### config.mk
export PLATFORM = sky130hd
export DESIGN_NAME = mem_arbiter
export DESIGN_NICKNAME = d
export VERILOG_FILES = /design/src/rtl/mem_arbiter_pkg.sv /design/src/rtl/mem_strb_gen.sv /design/src/rtl/mem_arbiter.sv
export SDC_FILE = /design/constraint.sdc
export NUM_CORES = 1
export LEC_CHECK = 0
export CORE_ASPECT_RATIO = 1.1
export CORE_MARGIN = 4
export CORE_UTILIZATION = 27
export CTS_BUF_LIST = sky130_fd_sc_hd__clkbuf_2 sky130_fd_sc_hd__clkbuf_4 sky130_fd_sc_hd__clkbuf_8
export DETAILED_ROUTE_END_ITERATION = 6
export HOLD_SLACK_MARGIN = 0.1
export PLACE_DENSITY = 0.71
export REMOVE_ABC_BUFFERS = 1
export SLEW_MARGIN = 40
export SYNTH_ARGS = -nofsm -noshare
export SYNTH_HDL_FRONTEND = slang
export SYNTH_HIERARCHICAL = 1
export SYNTH_SLANG_ARGS = --single-unit
### constraint.sdc
create_clock -name clk -period 4.1 [get_ports clk]
set_input_delay 0.41 -clock clk [delete_from_list [all_inputs] [get_ports clk]]
set_output_delay 0.41 -clock clk [all_outputs]
set_load 0.005 [all_outputs]
### src/rtl/mem_arbiter_pkg.sv
// Shared encodings for the fetch / load-store memory arbiter.
// The mem_type values match func3[1:0] of the decoder's {mem_sign, mem_type} split.
package mem_arbiter_pkg;

   localparam int unsigned STRB_W = 4;
   localparam int unsigned TMO_W  = 8;

   typedef enum logic [1:0] {
      ST_IDLE = 2'd0,
      ST_BUS  = 2'd1,
      ST_RESP = 2'd2
   } state_e;

   typedef enum logic [1:0] {
      MT_BYTE = 2'b00,
      MT_HALF = 2'b01,
      MT_WORD = 2'b10,
      MT_ILL  = 2'b11
   } mem_type_e;

   typedef enum logic {
      OWN_IF = 1'b0,
      OWN_LS = 1'b1
   } owner_e;

endpackage

### src/rtl/mem_strb_gen.sv
// Byte-strobe and alignment decode for a 32-bit load/store access.
// Illegal mem_type is reported through the same misaligned flag.
module mem_strb_gen
   import mem_arbiter_pkg::*;
(
   input  logic [1:0]        i_mem_type,
   input  logic [1:0]        i_addr_lo,
   input  logic              i_we,
   output logic [STRB_W-1:0] o_wstrb_c,
   output logic              o_misaligned_c
);

   logic [STRB_W-1:0] w_strb;
   logic              w_mis;

   always_comb begin
      w_strb = '0;
      w_mis  = 1'b0;
      case (i_mem_type)
         MT_BYTE: w_strb = STRB_W'(4'b0001 << i_addr_lo);
         MT_HALF: begin
            w_strb = STRB_W'(4'b0011 << i_addr_lo);
            w_mis  = i_addr_lo[0];
         end
         MT_WORD: begin
            w_strb = 4'b1111;
            w_mis  = |i_addr_lo;
         end
         default: w_mis = 1'b1;
      endcase
      o_misaligned_c = w_mis;
      o_wstrb_c      = (i_we && !w_mis) ? w_strb : '0;
   end

endmodule

### src/rtl/mem_arbiter.sv
// Arbitrates one single-ported memory bus between instruction fetch and load/store,
// with local misalignment rejection and a per-transaction ack timeout.
module mem_arbiter
   import mem_arbiter_pkg::*;
#(
   parameter int unsigned ADDR_W      = 32,
   parameter int unsigned DATA_W      = 32,
   parameter int unsigned TIMEOUT_CYC = 255
) (
   input  logic              clk,
   input  logic              rst_n,
   input  logic              if_req,
   input  logic [ADDR_W-1:0] if_addr,
   output logic              if_ack,
   output logic [DATA_W-1:0] if_rdata,
   input  logic              ls_rmem,
   input  logic              ls_wmem,
   input  logic [1:0]        ls_mem_type,
   input  logic [ADDR_W-1:0] ls_addr,
   input  logic [DATA_W-1:0] ls_wdata,
   output logic              ls_ack,
   output logic [DATA_W-1:0] ls_rdata,
   output logic              bus_req,
   output logic              bus_we,
   output logic [ADDR_W-1:0] bus_addr,
   output logic [DATA_W-1:0] bus_wdata,
   output logic [STRB_W-1:0] bus_wstrb,
   input  logic [DATA_W-1:0] bus_rdata,
   input  logic              bus_ack,
   input  logic              bus_err,
   output logic              err
);

   state_e            r_state, w_state_nxt;
   owner_e            r_owner;
   logic [TMO_W-1:0]  r_cnt;
   logic [ADDR_W-1:0] r_addr;
   logic              r_we;
   logic [DATA_W-1:0] r_wdata;
   logic [STRB_W-1:0] r_wstrb;
   logic              r_bus_req;
   logic              r_if_ack;
   logic              r_ls_ack;
   logic              r_err;
   logic [DATA_W-1:0] r_rdata;

   logic              w_ls_pend;
   logic              w_pick_ls;
   logic              w_if_mis;
   logic              w_ls_mis;
   logic              w_bad;
   logic              w_timeout;
   logic [STRB_W-1:0] w_ls_strb;
   logic [ADDR_W-1:0] w_lat_addr;
   owner_e            w_ack_owner;
   logic              w_grant;
   logic              w_launch;
   logic              w_enter_resp;
   logic              w_resp_err;
   logic [DATA_W-1:0] w_resp_data;

   // r_owner doubles as last_grant: it always names the most recent grantee
   assign w_ls_pend   = ls_rmem | ls_wmem;
   assign w_pick_ls   = w_ls_pend & (~if_req | (r_owner == OWN_IF));
   assign w_if_mis    = |if_addr[1:0];
   assign w_bad       = w_pick_ls ? w_ls_mis : w_if_mis;
   assign w_timeout   = (r_cnt == TMO_W'(TIMEOUT_CYC - 1));
   assign w_lat_addr  = w_pick_ls ? ls_addr : if_addr;
   assign w_ack_owner = w_grant ? (w_pick_ls ? OWN_LS : OWN_IF) : r_owner;

   mem_strb_gen u_strb_gen (
      .i_mem_type     (ls_mem_type),
      .i_addr_lo      (ls_addr[1:0]),
      .i_we           (ls_wmem),
      .o_wstrb_c      (w_ls_strb),
      .o_misaligned_c (w_ls_mis)
   );

   always_ff @(posedge clk or negedge rst_n) begin
      if (!rst_n) r_state <= ST_IDLE;
      else        r_state <= w_state_nxt;
   end

   always_comb begin
      w_state_nxt = r_state;
      case (r_state)
         ST_IDLE: if (if_req || w_ls_pend) w_state_nxt = w_bad ? ST_RESP : ST_BUS;
         ST_BUS:  if (bus_ack || w_timeout) w_state_nxt = ST_RESP;
         ST_RESP: w_state_nxt = ST_IDLE;
         default: w_state_nxt = ST_IDLE;
      endcase
   end

   // Per-state control strobes; an ack arriving on the timeout cycle takes priority
   always_comb begin
      w_grant      = 1'b0;
      w_launch     = 1'b0;
      w_enter_resp = 1'b0;
      w_resp_err   = 1'b0;
      w_resp_data  = '0;
      case (r_state)
         ST_IDLE: begin
            if (if_req || w_ls_pend) begin
               w_grant      = 1'b1;
               w_launch     = ~w_bad;
               w_enter_resp = w_bad;
               w_resp_err   = 1'b1;
            end
         end
         ST_BUS: begin
            if (bus_ack) begin
               w_enter_resp = 1'b1;
               w_resp_err   = bus_err;
               w_resp_data  = bus_rdata;
            end else if (w_timeout) begin
               w_enter_resp = 1'b1;
               w_resp_err   = 1'b1;
            end
         end
         default: ;
      endcase
   end

   always_ff @(posedge clk or negedge rst_n) begin
      if (!rst_n) begin
         r_owner   <= OWN_IF;
         r_cnt     <= '0;
         r_addr    <= '0;
         r_we      <= 1'b0;
         r_wdata   <= '0;
         r_wstrb   <= '0;
         r_bus_req <= 1'b0;
         r_if_ack  <= 1'b0;
         r_ls_ack  <= 1'b0;
         r_err     <= 1'b0;
         r_rdata   <= '0;
      end else begin
         r_if_ack <= 1'b0;
         r_ls_ack <= 1'b0;
         if (w_grant) r_owner <= w_pick_ls ? OWN_LS : OWN_IF;
         if (w_launch) begin
            r_addr    <= w_lat_addr & ~ADDR_W'(3);
            r_we      <= w_pick_ls & ls_wmem;
            r_wdata   <= (w_pick_ls && ls_wmem) ? ls_wdata : '0;
            r_wstrb   <= w_pick_ls ? w_ls_strb : '0;
            r_bus_req <= 1'b1;
            r_cnt     <= '0;
         end else if (r_state == ST_BUS) begin
            r_cnt <= r_cnt + TMO_W'(1);
         end
         if (w_enter_resp) begin
            r_bus_req <= 1'b0;
            r_rdata   <= w_resp_data;
            r_err     <= w_resp_err;
            r_if_ack  <= (w_ack_owner == OWN_IF);
            r_ls_ack  <= (w_ack_owner == OWN_LS);
         end
      end
   end

   assign if_ack    = r_if_ack;
   assign ls_ack    = r_ls_ack;
   assign if_rdata  = r_rdata;
   assign ls_rdata  = r_rdata;
   assign err       = r_err;
   assign bus_req   = r_bus_req;
   assign bus_we    = r_we;
   assign bus_addr  = r_addr;
   assign bus_wdata = r_wdata;
   assign bus_wstrb = r_wstrb;

endmodule

== After elaboration in Yosys (flattened, before gate mapping) ==
Index checks and enable logic that the tools add are counted.
Cells by class
  equal/unequal tests: 6
  $lt $le $gt $ge: 0
  multiplexer cells: 31
  multipliers: 0
  add/subtract/negate cells: 1
  shifts and indexed selects: 2
  reduce and logical (&&, ||, !) cells: 12
  bitwise operators: 8
  div/mod/pow operators: 0
Operator list (count)
  32-bit 2-to-1 mux: 4
  8-bit 2-to-1 mux: 2
  1-bit 2-to-1 mux: 15
  4-bit one-hot mux with 3 select lines: 1
  8-bit by 1-bit adder with 8-bit output, second input constant: 1
  8-bit equality test, second input constant: 1
  4-bit 2-to-1 mux: 2
  2-bit 2-to-1 mux: 3
  2-bit by 1-bit equality test with 1-bit output, second input constant: 2
  2-bit logical NOT: 2
  2-bit inequality test, second input constant: 2
  1-bit NOT: 4
  1-bit one-hot mux with 2 select lines: 2
  2-bit one-hot mux with 2 select lines: 1
  2-bit nonzero test: 2
  2-bit OR reduction: 2
  1-bit by 2-bit left shift with 4-bit output, first input constant: 1
  2-bit by 2-bit left shift with 4-bit output, first input constant: 1
  1-bit one-hot mux with 3 select lines: 1
  1-bit bitwise AND: 2
  2-bit equality test, second input constant: 1
  1-bit logical AND: 2
  1-bit logical OR: 2
  1-bit OR: 2
  2 further kinds: 2
Storage, ports and cells
  bits of input ports: 137
  RAM bits: 0
  register bits: 114
  output and inout port bits: 137
  latch bits: 0
  bits in read-only memories: 0
  word-level logic and storage cells: 72
  memories kept: 0

== Depth between registers and ports, before layout ==
Gate-level depths: netlist (run 1).
  depth after elaboration: 9
  gate-level depth with buffers: 9
  gate-level depth less buffers: 7

== Hierarchy ==
The synthesis (run 1) kept the hierarchy.
By module, submodules not included
  mem_arbiter: cells an instance 402, times used 1, area each 4823.4 µm², sequential area each 2852.7 µm²
  mem_strb_gen: cells an instance 13, times used 1, area each 93.8 µm², sequential area each 0.0 µm²

== Worst setup path after synthesis (run 1) ==
No wires, ideal clock.
  path type: input to register
  start point: input port ls_mem_type[0]
  end point: register r_wdata[18] (netlist: bus_wdata[18])
  data required time: 3.979 ns
  data arrival time: 1.925 ns
  library setup time: 0.121 ns
  stages: 9
  buffers on the path: 3
  setup slack: 2.054 ns
  cell sequence: or3_1 > nor2b_1 > inv_1 > mux2i_2 > or2_1 > clkbuf_1 > buf_6 > buf_6 > a22o_1
On the way
  longest elaborated chain between the ends: 6
  elaborated cells between the ends (all ways): 8
  those cells by class: eq/ne (2); mux (4); bitwise (1); reduce/logical (1)
RTL lines
  from (decl): RTL line mem_arbiter.sv:18  | input logic [1:0] ls_mem_type,
  2-bit equality test, or another cell as far along: RTL line mem_strb_gen.sv:19  | case (i_mem_type)
  1-bit one-hot mux with 3 select lines *: RTL line mem_strb_gen.sv:19
  named net w_ls_mis: RTL line mem_arbiter.sv:50  | logic w_ls_mis;
  1-bit 2-to-1 mux *: RTL line mem_arbiter.sv:66  | assign w_bad = w_pick_ls ? w_ls_mis : w_if_mis;
  1-bit NOT *: RTL line mem_arbiter.sv:105  | w_launch = ~w_bad;
  1-bit 2-to-1 mux *: RTL line mem_arbiter.sv:103  | if (if_req || w_ls_pend) begin
  1-bit 2-to-1 mux *: RTL line mem_arbiter.sv:101  | case (r_state)
  to (signal assigned): RTL line mem_arbiter.sv:144  | r_wdata <= (w_pick_ls && ls_wmem) ? ls_wdata : '0;
  to (decl): RTL line mem_arbiter.sv:39  | logic [DATA_W-1:0] r_wdata;
Mark *: on every way through the listed nets, which the timed path passes. The rest lies on a longest branch.
A chain may end at the register's enable or synchronous reset.

== Worst setup path after layout (run 1) ==
  start point: input port ls_mem_type[0]
  end point: register r_ls_ack (netlist: ls_ack)
On the way
  longest elaborated chain between the ends: 6
  elaborated cells between the ends (all ways): 8
  those cells by class: eq/ne (2); mux (5); reduce/logical (1)
RTL lines
  2-bit equality test, or another cell as far along: RTL line mem_strb_gen.sv:19
  1-bit one-hot mux with 3 select lines *: RTL line mem_strb_gen.sv:19
  named net w_ls_mis: RTL line mem_arbiter.sv:50
  1-bit 2-to-1 mux *: RTL line mem_arbiter.sv:66
  1-bit 2-to-1 mux *: RTL line mem_arbiter.sv:103
  1-bit one-hot mux with 2 select lines *: RTL line mem_arbiter.sv:101
  1-bit 2-to-1 mux *: RTL line mem_arbiter.sv:151  | if (w_enter_resp) begin
  to (signal assigned): RTL line mem_arbiter.sv:156  | r_ls_ack <= (w_ack_owner == OWN_LS);
  to (decl): RTL line mem_arbiter.sv:43  | logic r_ls_ack;
Marks and branches as above.

==> flow_metrics.py, run 1 <==
metrics = {
    "synth": {
        "yosysWarnings": 6,
        "netlist_instances": 415,
        "yosysSeqAreaShare_pct": 58.0,
        "postSynthAreaPerCell_um2": 11.8,
        "synth_seq_cells": 114,
        "netlist_area_um2": 4920,
        "synth_cell_type_count": 42,
    },
    "setup_path": {
        "cp_max_fo": 36,
        "r2r-start": "r_state[1]",
        "cp.arrival_ns": 2.67,
        "cp.required_ns": 4.40,
        "crit_chain": "clkdlybuf4s50_1 -> or3_1 -> nor2b_1 -> inv_1 -> mux2i_2 -> buf_4 -> a22oi_2 -> buf_4 -> inv_2 -> and2_1",
        "path_depth": 10,
        "worst_path_most_repeated_cell": "buf_4",
        "critPathBufInv": 5,
        "slowest_delay_ns": 0.48,
        "cp_top_family": "buffers and inverters",
        "worstSetupPathType": "input port to register",
        "critPathLaunch": "ls_mem_type[0]",
        "cp-end-kind": "register",
        "reg2regPathDepth": 5,
        "crit_path_top_delay_cell": "clkdlybuf4s50_1",
        "critical_path.startpoint_type": "input port",
    },
    "grt": {
        "grt-ovfl-total": 0,
        "antenna_found_initial": 0,
        "grt_pass1_wl_mm": 22.3,
        "grt_use_total_pct": 14.0,
        "grt_max_degree": 49,
        "grt_pass1_vias": 4158,
    },
    "timing": {
        "rsz0062_at_grt": "false",
        "slew_viol_final": 0,
        "hold_viol_final": 0,
        "slew_headroom_pct": 58.1,
        "final-setup-viol-count": 0,
        "whs_ns": 0.483,
        "worst-slew-pin-transition_ns": 0.628,
        "fmax_mhz": 422,
        "skew_ns": 0.0117,
        "fin_crit_sh_pct": 57.8,
        "finalCriticalPeriod_ns": 2.37,
    },
    "placed_design": {
        "dp_hpwl_mm": 10.9,
        "dp.cells": 873,
        "port_buffers": 271,
        "place_congestion": 0.785,
    },
    "detailed_routing": {
        "routed_wl_mm": 14.9,
        "remaining_drc_errors": 0,
        "dr.first_iter.drc_count": 125,
        "vias": 4065,
        "ant_nets": 0,
        "via_per_inst": 4.49,
        "wire_per_inst_um": 16.4,
        "dr.pass1.iters": 4,
    },
    "power_and_ir_drop": {
        "ir_worst_vdd_uv": 246,
        "p_per_area_nw_per_um2": 659,
        "p_leak_nw": 3.45,
    },
    "min_path": {
        "min_path_cells": 1,
        "hp-start": "bus_we",
        "min_path_type": "register to register",
    },
    "finish": {
        "drive_above_1_share_pct": 7.80,
        "syn_to_final_growth_pct": 64.2,
        "nFillCells": 1646,
        "fin_cells": 905,
        "final_cell_mix": "clkdlybuf4s50_1, dfrtp_1, a22o_1, o21ai_1, o21ai_0",
        "nNetsFinal": 794,
        "diodes": 0,
        "layout_commonest_cell": "clkdlybuf4s50_1",
    },
    "floorplanning": {
        "core_um2": 17800,
        "rows": 51,
        "start_util_pct": 27.6,
        "die_h_um": 150,
        "die_area_um2": 20400,
        "boundaryPins": 274,
        "die_x_um": 137,
    },
    "job": {
        "drv_cap": 0,
    },
    "clocking": {
        "clk_pin_slew_ns": 0.07,
        "clock_latency_ns": 0.42,
        "clock_path_buffers": 2,
        "cts_buffers": 17,
        "cts_resized": 0,
        "cts-htree-levels": 4,
        "cts_tree": "built",
        "cts_root_buffer": "clkbuf_8",
        "clock_sinks": 114,
    },
    "outcome": {
        "status": "finished, final reports clean",
    },
}
==> report_power, final <==
part / internal (W) / leakage (nW) / total, W / switching (W)
combinational: 0.00146 / 1.76 / 0.00234 / 0.000876
clock: 0.000649 / 0.205 / 0.00110 / 0.000450
sequential: 0.00158 / 1.49 / 0.00189 / 0.000301
total: 0.00369 / 3.45 / 0.00532 / 0.00163
==> worst reg2reg max path: cells and delay by family (launching register included) <==
family	cells	cell delay, ns
AOI/OAI and AO/OA	2	0.37
buffers and inverters	1	0.31
DFF	1	0.40
and+or+nand+nor	2	0.80
==> synth_stat cells, drive strengths merged <==
library cell	number	share of area, %
a2111oi	1	0.18
a211oi	1	0.25
a21o	1	0.15
a21oi	4	0.41
a22o	65	12
a22oi	1	0.25
a2bb2oi	2	0.36
a31o	1	0.18
and2	2	0.25
and3	2	0.25
buf	43	6.5
clkbuf	19	1.5
conb	1	0.076
dfrtp	114	58
ha	2	0.51
inv	5	0.38
mux2i	31	6.4
nand2	11	0.84
nand2b	2	0.25
nand3b	2	0.31
nand4	2	0.25
nor2	15	1.1
nor2b	2	0.25
nor3	1	0.10
nor4	1	0.13
o21ai	69	7.0
o22ai	1	0.13
o31a	1	0.18
o31ai	1	0.15
o32ai	1	0.18
or2	1	0.13
or3	1	0.13
or3b	2	0.36
xnor2	4	0.71
xor2	3	0.53
==> stage by stage <==
| step | setup TNS, ns | util [%] | setup WS [ns] | instance area (µm²) | total power (W) |
|---|---|---|---|---|---|
| 3_5_place_dp | 0 | 43.0 | 1.32 | 7650 | 0.00427 |
| 3_3_place_gp | 0 | 43.0 | 1.15 | 7650 | 0.00424 |
| 5_1_grt | 0 | 45.4 | 1.61 | 8080 | 0.00566 |
| 6_report | 0 | 45.4 | 1.73 | 8080 | 0.00532 |
| 4_1_cts | 0 | 45.4 | 1.77 | 8080 | 0.00541 |
| 2_1_floorplan | -133.88 | - | -1.40 | 4530 | 0.00266 |
==> final timing paths <==
| kind | end | slack, ns |
|---|---|---|
| worst max-delay path | ls_ack | 1.73 |
| worst min-delay path | bus_we | 0.48 |
| worst max register to register | bus_wdata[29] | 2.11 |
| worst min register to register | bus_we | 0.48 |
| max in group asynchronous | bus_wdata[25] | 2.59 |
| min in group asynchronous | bus_addr[12] | 0.56 |
==> cell families after synthesis <==
family,share of synthesized area [%]
fa+ha+maj,0.509
simple gates,4.40
compound gates,21.0
buf+inv,8.35
xor+xnor,1.25
mux,6.39
other cells,0.0763
flops,58.0
==> sequential cells by signal (all words and copies together), names as in the netlist <==
register and flops:
r_state 2, bus_req 1, bus_addr 30, if_rdata 32
ls_ack 1, bus_wdata 32, bus_wstrb 4, err 1
r_cnt 8, if_ack 1, r_owner 1, bus_we 1
==> what timing repair did <==
action | 4_1_cts | 5_1_grt
buffers inserted | 0 | 0
endpoints found under the hold margin | 46 | 0
hold buffers | 1 | 0
==> metal layers <==
| layer | routed length [µm] | track usage, % |
|---|---|---|
| met2 | 7680 | 23.5 |
| met1 | 6180 | 17.5 |
| met4 | 122 | 4.23 |
| met3 | 869 | 3.87 |
| met5 | 0 | 0 |
==> cell type report <==
type	count	area (µm²)	area share, %
clock buffers	22	284	3.52
clock inverters	9	131	1.63
inverters	5	18.8	0.232
multi-input cells	235	1700	21.0
flip-flops and latches	114	2850	35.3
well taps	238	298	3.69
repair buffers	282	2800	34.6
Note: power is estimated with default switching activity, not from simulation.
==> inputs of run 2 (changes only) <==
==> constraint.sdc (replaced) <==
create_clock -name clk -period 2.5 [get_ports clk]
set_input_delay 0.25 -clock clk [delete_from_list [all_inputs] [get_ports clk]]
set_output_delay 0.25 -clock clk [all_outputs]
set_load 0.005 [all_outputs]
==> flow_metrics.py, run 2 (synthesis results as in run 1) <==
metrics = {
    "grt": {
        "grt_max_degree": 52,
        "grt-ovfl-total": 0,
        "grt_pass1_wl_mm": 23.4,
        "grt_pass1_vias": 4306,
        "antenna_found_initial": 0,
        "grt_use_total_pct": 14.7,
    },
    "setup_path": {
        "cp.required_ns": 2.80,
        "reg2regPathDepth": 8,
        "cp.arrival_ns": 2.26,
        "cp_max_fo": 41,
        "critical_path.startpoint_type": "input port",
        "cp-end-kind": "register",
        "rrSetupSlack_ns": 0.61,
        "worstSetupPathType": "input port to register",
        "r2r-start": "r_cnt[0]",
        "slowest_delay_ns": 0.46,
        "crit_chain": "clkdlybuf4s50_1 -> or3_1 -> nor2b_1 -> inv_1 -> mux2i_2 -> or2_2 -> buf_12 -> a22o_1",
        "r2r-end": "ls_ack",
        "crit_path_top_delay_cell": "clkdlybuf4s50_1",
        "critPathLaunch": "ls_addr[1]",
    },
    "placed_design": {
        "port_buffers": 271,
        "place_congestion": 0.811,
        "pre_cts_ws_ns": 0.136,
        "dp_hpwl_mm": 11.3,
    },
    "finish": {
        "diodes": 0,
        "syn_to_final_growth_pct": 67.2,
        "drive_above_1_share_pct": 9.16,
        "multi_input_area_um2": 1690,
        "final_cell_mix": "clkdlybuf4s50_1, dfrtp_1, a22o_1, o21ai_1, o21ai_0",
        "layout_commonest_cell": "clkdlybuf4s50_1",
        "nFillCells": 1649,
        "seq_area_um2": 2850,
        "nNetsFinal": 803,
    },
    "timing": {
        "fin_crit_sh_pct": 78.4,
        "fmax_mhz": 510,
        "skew_ns": 0.0100,
        "final-setup-viol-count": 0,
        "finalCriticalPeriod_ns": 1.96,
        "hold_viol_final": 0,
        "whs_ns": 0.380,
        "rsz0062_at_grt": "false",
        "fin_setup_tns_ns": 0,
        "setup_ws_ns": 0.539,
        "worst-slew-pin-transition_ns": 0.691,
        "slew_headroom_pct": 53.9,
        "slew_viol_final": 0,
    },
    "detailed_routing": {
        "wire_per_inst_um": 16.8,
        "remaining_drc_errors": 0,
        "routed_wl_mm": 15.4,
        "ant_nets": 0,
        "dr.pass1.iters": 4,
        "dr.first_iter.drc_count": 249,
        "via_per_inst": 4.55,
        "vias": 4159,
    },
    "clocking": {
        "cts-htree-levels": 4,
        "clock_path_buffers": 2,
        "cts_resized": 0,
        "cts_root_buffer": "clkbuf_8",
        "clock_sinks": 114,
        "cts_hold_buf": 1,
        "post_cts_buffers": 0,
        "clk_pin_slew_ns": 0.08,
        "cts_tree": "built",
        "cts_buffers": 17,
        "clock_latency_ns": 0.41,
    },
    "floorplanning": {
        "die_h_um": 150,
        "die_x_um": 137,
        "core_um2": 17800,
        "boundaryPins": 274,
        "rows": 51,
        "die_area_um2": 20400,
        "start_util_pct": 27.6,
    },
    "outcome": {
        "status": "finished, final reports clean",
    },
    "power_and_ir_drop": {
        "p_leak_nw": 3.51,
        "p_per_area_nw_per_um2": 1070,
        "ir_worst_vdd_uv": 456,
    },
    "min_path": {
        "min_path_type": "input port to register",
        "min_path_cells": 3,
        "holdPathEnd": "err",
        "hp-start": "bus_err",
    },
    "job": {
        "drv_cap": 0,
    },
}
run 2: cell types whose count changed in the layout (fill, tap and decap cells not counted), moves of 2 or more:
cell | previous run | this run
buf_12 | 0 | 7
clkinvlp_4 | 3 | 7
clkbuf_4 | 3 | 0
buf_4 | 11 | 13
run 2: worst max-delay path: cells and delay by family:
family          cells  cell delay (ns)
simple gates        3             0.91
buf+inv             3             0.71
compound gates      1             0.26
mux                 1             0.09
run 2: cell type report:
cell class              instances  share of cell area (%)
repair buffers                291                    35.9
flip-flops and latches        114                    34.7
multi-input cells             235                    20.6
well taps                     238                    3.62
clock buffers                  20                    3.35
clock inverters                12                    1.60
inverters                       5                   0.228
run 2: how the worst max path moves through the flow:
stage / to / cells after the start
floorplan: bus_wdata[0] / 4
global placement: bus_wdata[22] / 8
detailed placement: bus_wdata[23] / 8
CTS: bus_wstrb[0] / 9
global route: bus_addr[26] / 9
finish: bus_wdata[23] / 8
run 2: power breakdown:
group | total (W) | internal, W | leakage [nW] | switching [W]
registers | 0.00310 | 0.00260 | 1.49 | 0.000500
clock network | 0.00174 | 0.000964 | 0.185 | 0.000779
logic | 0.00399 | 0.00251 | 1.83 | 0.00149
total | 0.00883 | 0.00607 | 3.51 | 0.00276
run 2: layer usage:
metal | vias up | track usage, % | share of wire [%]
li1 | 1971 | - | -
met1 | 2047 | 18.5 | 41
met2 | 132 | 24.4 | 51
met3 | 9 | 3.97 | 6.2
met4 | 0 | 5.09 | 1.3
met5 | - | 0 | 0
run 2: metrics by stage:
step	power (W)	utilization (%)	cell area (µm²)	cells
floorplan	0.00436	-	4530	354
global placement	0.00710	43.8	7800	882
detailed placement	0.00717	43.8	7800	882
CTS	0.00898	46.2	8220	915
global route	0.00941	46.2	8220	915
finish	0.00883	46.2	8220	915
==> inputs of run 3 (changes only) <==
--- a/config.mk
+++ b/config.mk
@@ -11,7 +11,7 @@
 export CTS_BUF_LIST = sky130_fd_sc_hd__clkbuf_2 sky130_fd_sc_hd__clkbuf_4 sky130_fd_sc_hd__clkbuf_8
 export DETAILED_ROUTE_END_ITERATION = 6
 export HOLD_SLACK_MARGIN = 0.1
-export PLACE_DENSITY = 0.71
+export PLACE_DENSITY = 0.73
 export REMOVE_ABC_BUFFERS = 1
 export SLEW_MARGIN = 40
 export SYNTH_ARGS = -nofsm -noshare
==> constraint.sdc (replaced) <==
create_clock -name clk -period 1.7 [get_ports clk]
set_input_delay 0.17 -clock clk [delete_from_list [all_inputs] [get_ports clk]]
set_output_delay 0.17 -clock clk [all_outputs]
set_load 0.005 [all_outputs]
==> flow_metrics.py, run 3 (synthesis results as in run 1) <==
metrics = {
    "finish": {
        "diodes": 0,
        "syn_to_final_growth_pct": 78.6,
        "final_util_pct": 49.3,
        "drive_above_1_share_pct": 16.6,
        "nFillCells": 1620,
        "seq_area_um2": 2850,
        "multi_input_area_um2": 1800,
        "layout_commonest_cell": "clkdlybuf4s50_1",
        "final_cell_mix": "clkdlybuf4s50_1, dfrtp_1, a22o_1, o21ai_0, buf_4",
        "nNetsFinal": 836,
        "postLayoutCellArea_um2": 8780,
    },
    "detailed_routing": {
        "dr.pass1.iters": 4,
        "remaining_drc_errors": 0,
        "dr.first_iter.drc_count": 170,
        "via_per_inst": 4.47,
        "wire_per_inst_um": 16.9,
        "vias": 4241,
        "routed_wl_mm": 16.1,
        "ant_nets": 0,
    },
    "job": {
        "drv_cap": 0,
    },
    "grt": {
        "grt_use_total_pct": 15.0,
        "grt-ovfl-total": 0,
        "grt_pass1_wl_mm": 24.0,
        "grtUsageMet3_pct": 3.43,
        "grt_util_met1_pct": 18.4,
        "grt_max_degree": 113,
        "antenna_found_initial": 0,
        "grt_pass1_vias": 4449,
        "top_usage_layer": "met2",
        "grtUsageMet2_pct": 26.4,
    },
    "clocking": {
        "clock_latency_ns": 0.42,
        "clock_path_buffers": 2,
        "cts-htree-levels": 4,
        "cts_tree": "built",
        "clock_sinks": 114,
        "cts_root_buffer": "clkbuf_8",
        "clk_pin_slew_ns": 0.07,
        "cts_buffers": 17,
    },
    "setup_path": {
        "worstSetupPathType": "register to register",
        "r2r-end": "if_rdata[10]",
        "critPathLaunch": "r_cnt[0]",
        "cp_max_fo": 10,
        "reg2regPathDepth": 8,
        "rrSetupSlack_ns": -0.02,
        "cp.required_ns": 2.05,
        "cp-end-kind": "register",
        "cp.arrival_ns": 2.07,
        "critical_path.startpoint_type": "register",
        "r2r-start": "r_cnt[0]",
    },
    "timing": {
        "fin_crit_sh_pct": 101,
        "setup_ws_ns": -0.0217,
        "rsz0062_at_grt": "true",
        "skew_ns": 0.0112,
        "hold_viol_final": 0,
        "worst-slew-pin-transition_ns": 0.697,
        "slew_viol_final": 0,
        "final-setup-viol-count": 30,
        "fmax_mhz": 581,
        "slew_headroom_pct": 53.5,
        "finalCriticalPeriod_ns": 1.72,
        "whs_ns": 0.224,
    },
    "floorplanning": {
        "die_h_um": 150,
        "rows": 51,
        "start_util_pct": 27.6,
        "boundaryPins": 274,
        "die_x_um": 137,
        "die_area_um2": 20400,
        "core_um2": 17800,
    },
    "power_and_ir_drop": {
        "p_leak_nw": 3.83,
        "p_per_area_nw_per_um2": 1600,
        "p_total_w": 0.0140,
        "ir_worst_vdd_uv": 697,
    },
    "min_path": {
        "holdPathEnd": "bus_wstrb[0]",
        "hp-start": "ls_addr[1]",
        "min_path_cells": 5,
        "min_path_type": "input port to register",
    },
    "placed_design": {
        "dp_hpwl_mm": 11.1,
        "dpl_cell_area_um2": 7970,
        "port_buffers": 271,
        "place_congestion": 0.813,
    },
    "outcome": {
        "violations": "setup timing",
        "status": "complete, but fails checks",
    },
}
## run 3: worst max-delay path: stages (launching register included)
cell and delay [ns]:
dfrtp_1 0.37, inv_2 0.05, ha_2 0.17, and3_4 0.16, a31o_4 0.25, a22oi_2 0.23
buf_12 0.18, buf_4 0.12, a22o_1 0.13
## run 3: through the flow
stage          setup slack [ns]  instances  setup TNS [ns]
6_report                -0.0217        948          -0.292
5_1_grt                  -0.101        948           -3.94
4_1_cts                 -0.0394        940          -0.829
3_5_place_dp             -0.545        902          -48.80
3_3_place_gp             -0.483        902          -44.96
2_1_floorplan             -3.60        354         -384.99
## run 3: where the power goes
| part | internal (W) | total, W | leakage [nW] | switching (W) |
|---|---|---|---|---|
| clock network | 0.00161 | 0.00275 | 0.214 | 0.00113 |
| logic | 0.00433 | 0.00676 | 2.13 | 0.00244 |
| registers | 0.00382 | 0.00454 | 1.49 | 0.000719 |
## run 3: worst max path at each step
stage	depth (start not counted)	endpoint	slack, ns
after global placement	8	bus_wdata[17]	-0.48
final	8	if_rdata[10]	-0.02
after floorplan	4	bus_wdata[0]	-3.60
after global routing	8	if_rdata[24]	-0.10
after CTS	8	if_rdata[10]	-0.04
after detailed placement	9	bus_addr[10]	-0.54
## run 3: final cells by class
type                            instances  area share, %
Clock inverter                         11           1.74
Tap cell                              238           3.39
Clock buffer                           21           3.29
Multi-Input combinational cell        235           20.5
Sequential cell                       114           32.5
Inverter                                5          0.214
Timing Repair Buffer                  324           38.4
## run 3: per-layer routing
| metal | part of all wire [%] | vias up | routed length (µm) |
|---|---|---|---|
| met1 | 41 | 2072 | 6520 |
| met5 | 0 | - | 0 |
| met3 | 5.0 | 8 | 796 |
| met4 | 0.87 | 0 | 140 |
| li1 | - | 2041 | - |
| met2 | 54 | 120 | 8600 |
## run 3: timing repair
| action | 4_1_cts | 5_1_grt |
|---|---|---|
| buffers inserted | 1 | 4 |
| gates resized for setup | 20 | 17 |
| hold buffers | 2 | 0 |
| endpoints found under the setup margin | 88 | 101 |
| pin swaps | 8 | 59 |
| cloned | 3 | 4 |
| endpoints found under the hold margin | 114 | 0 |
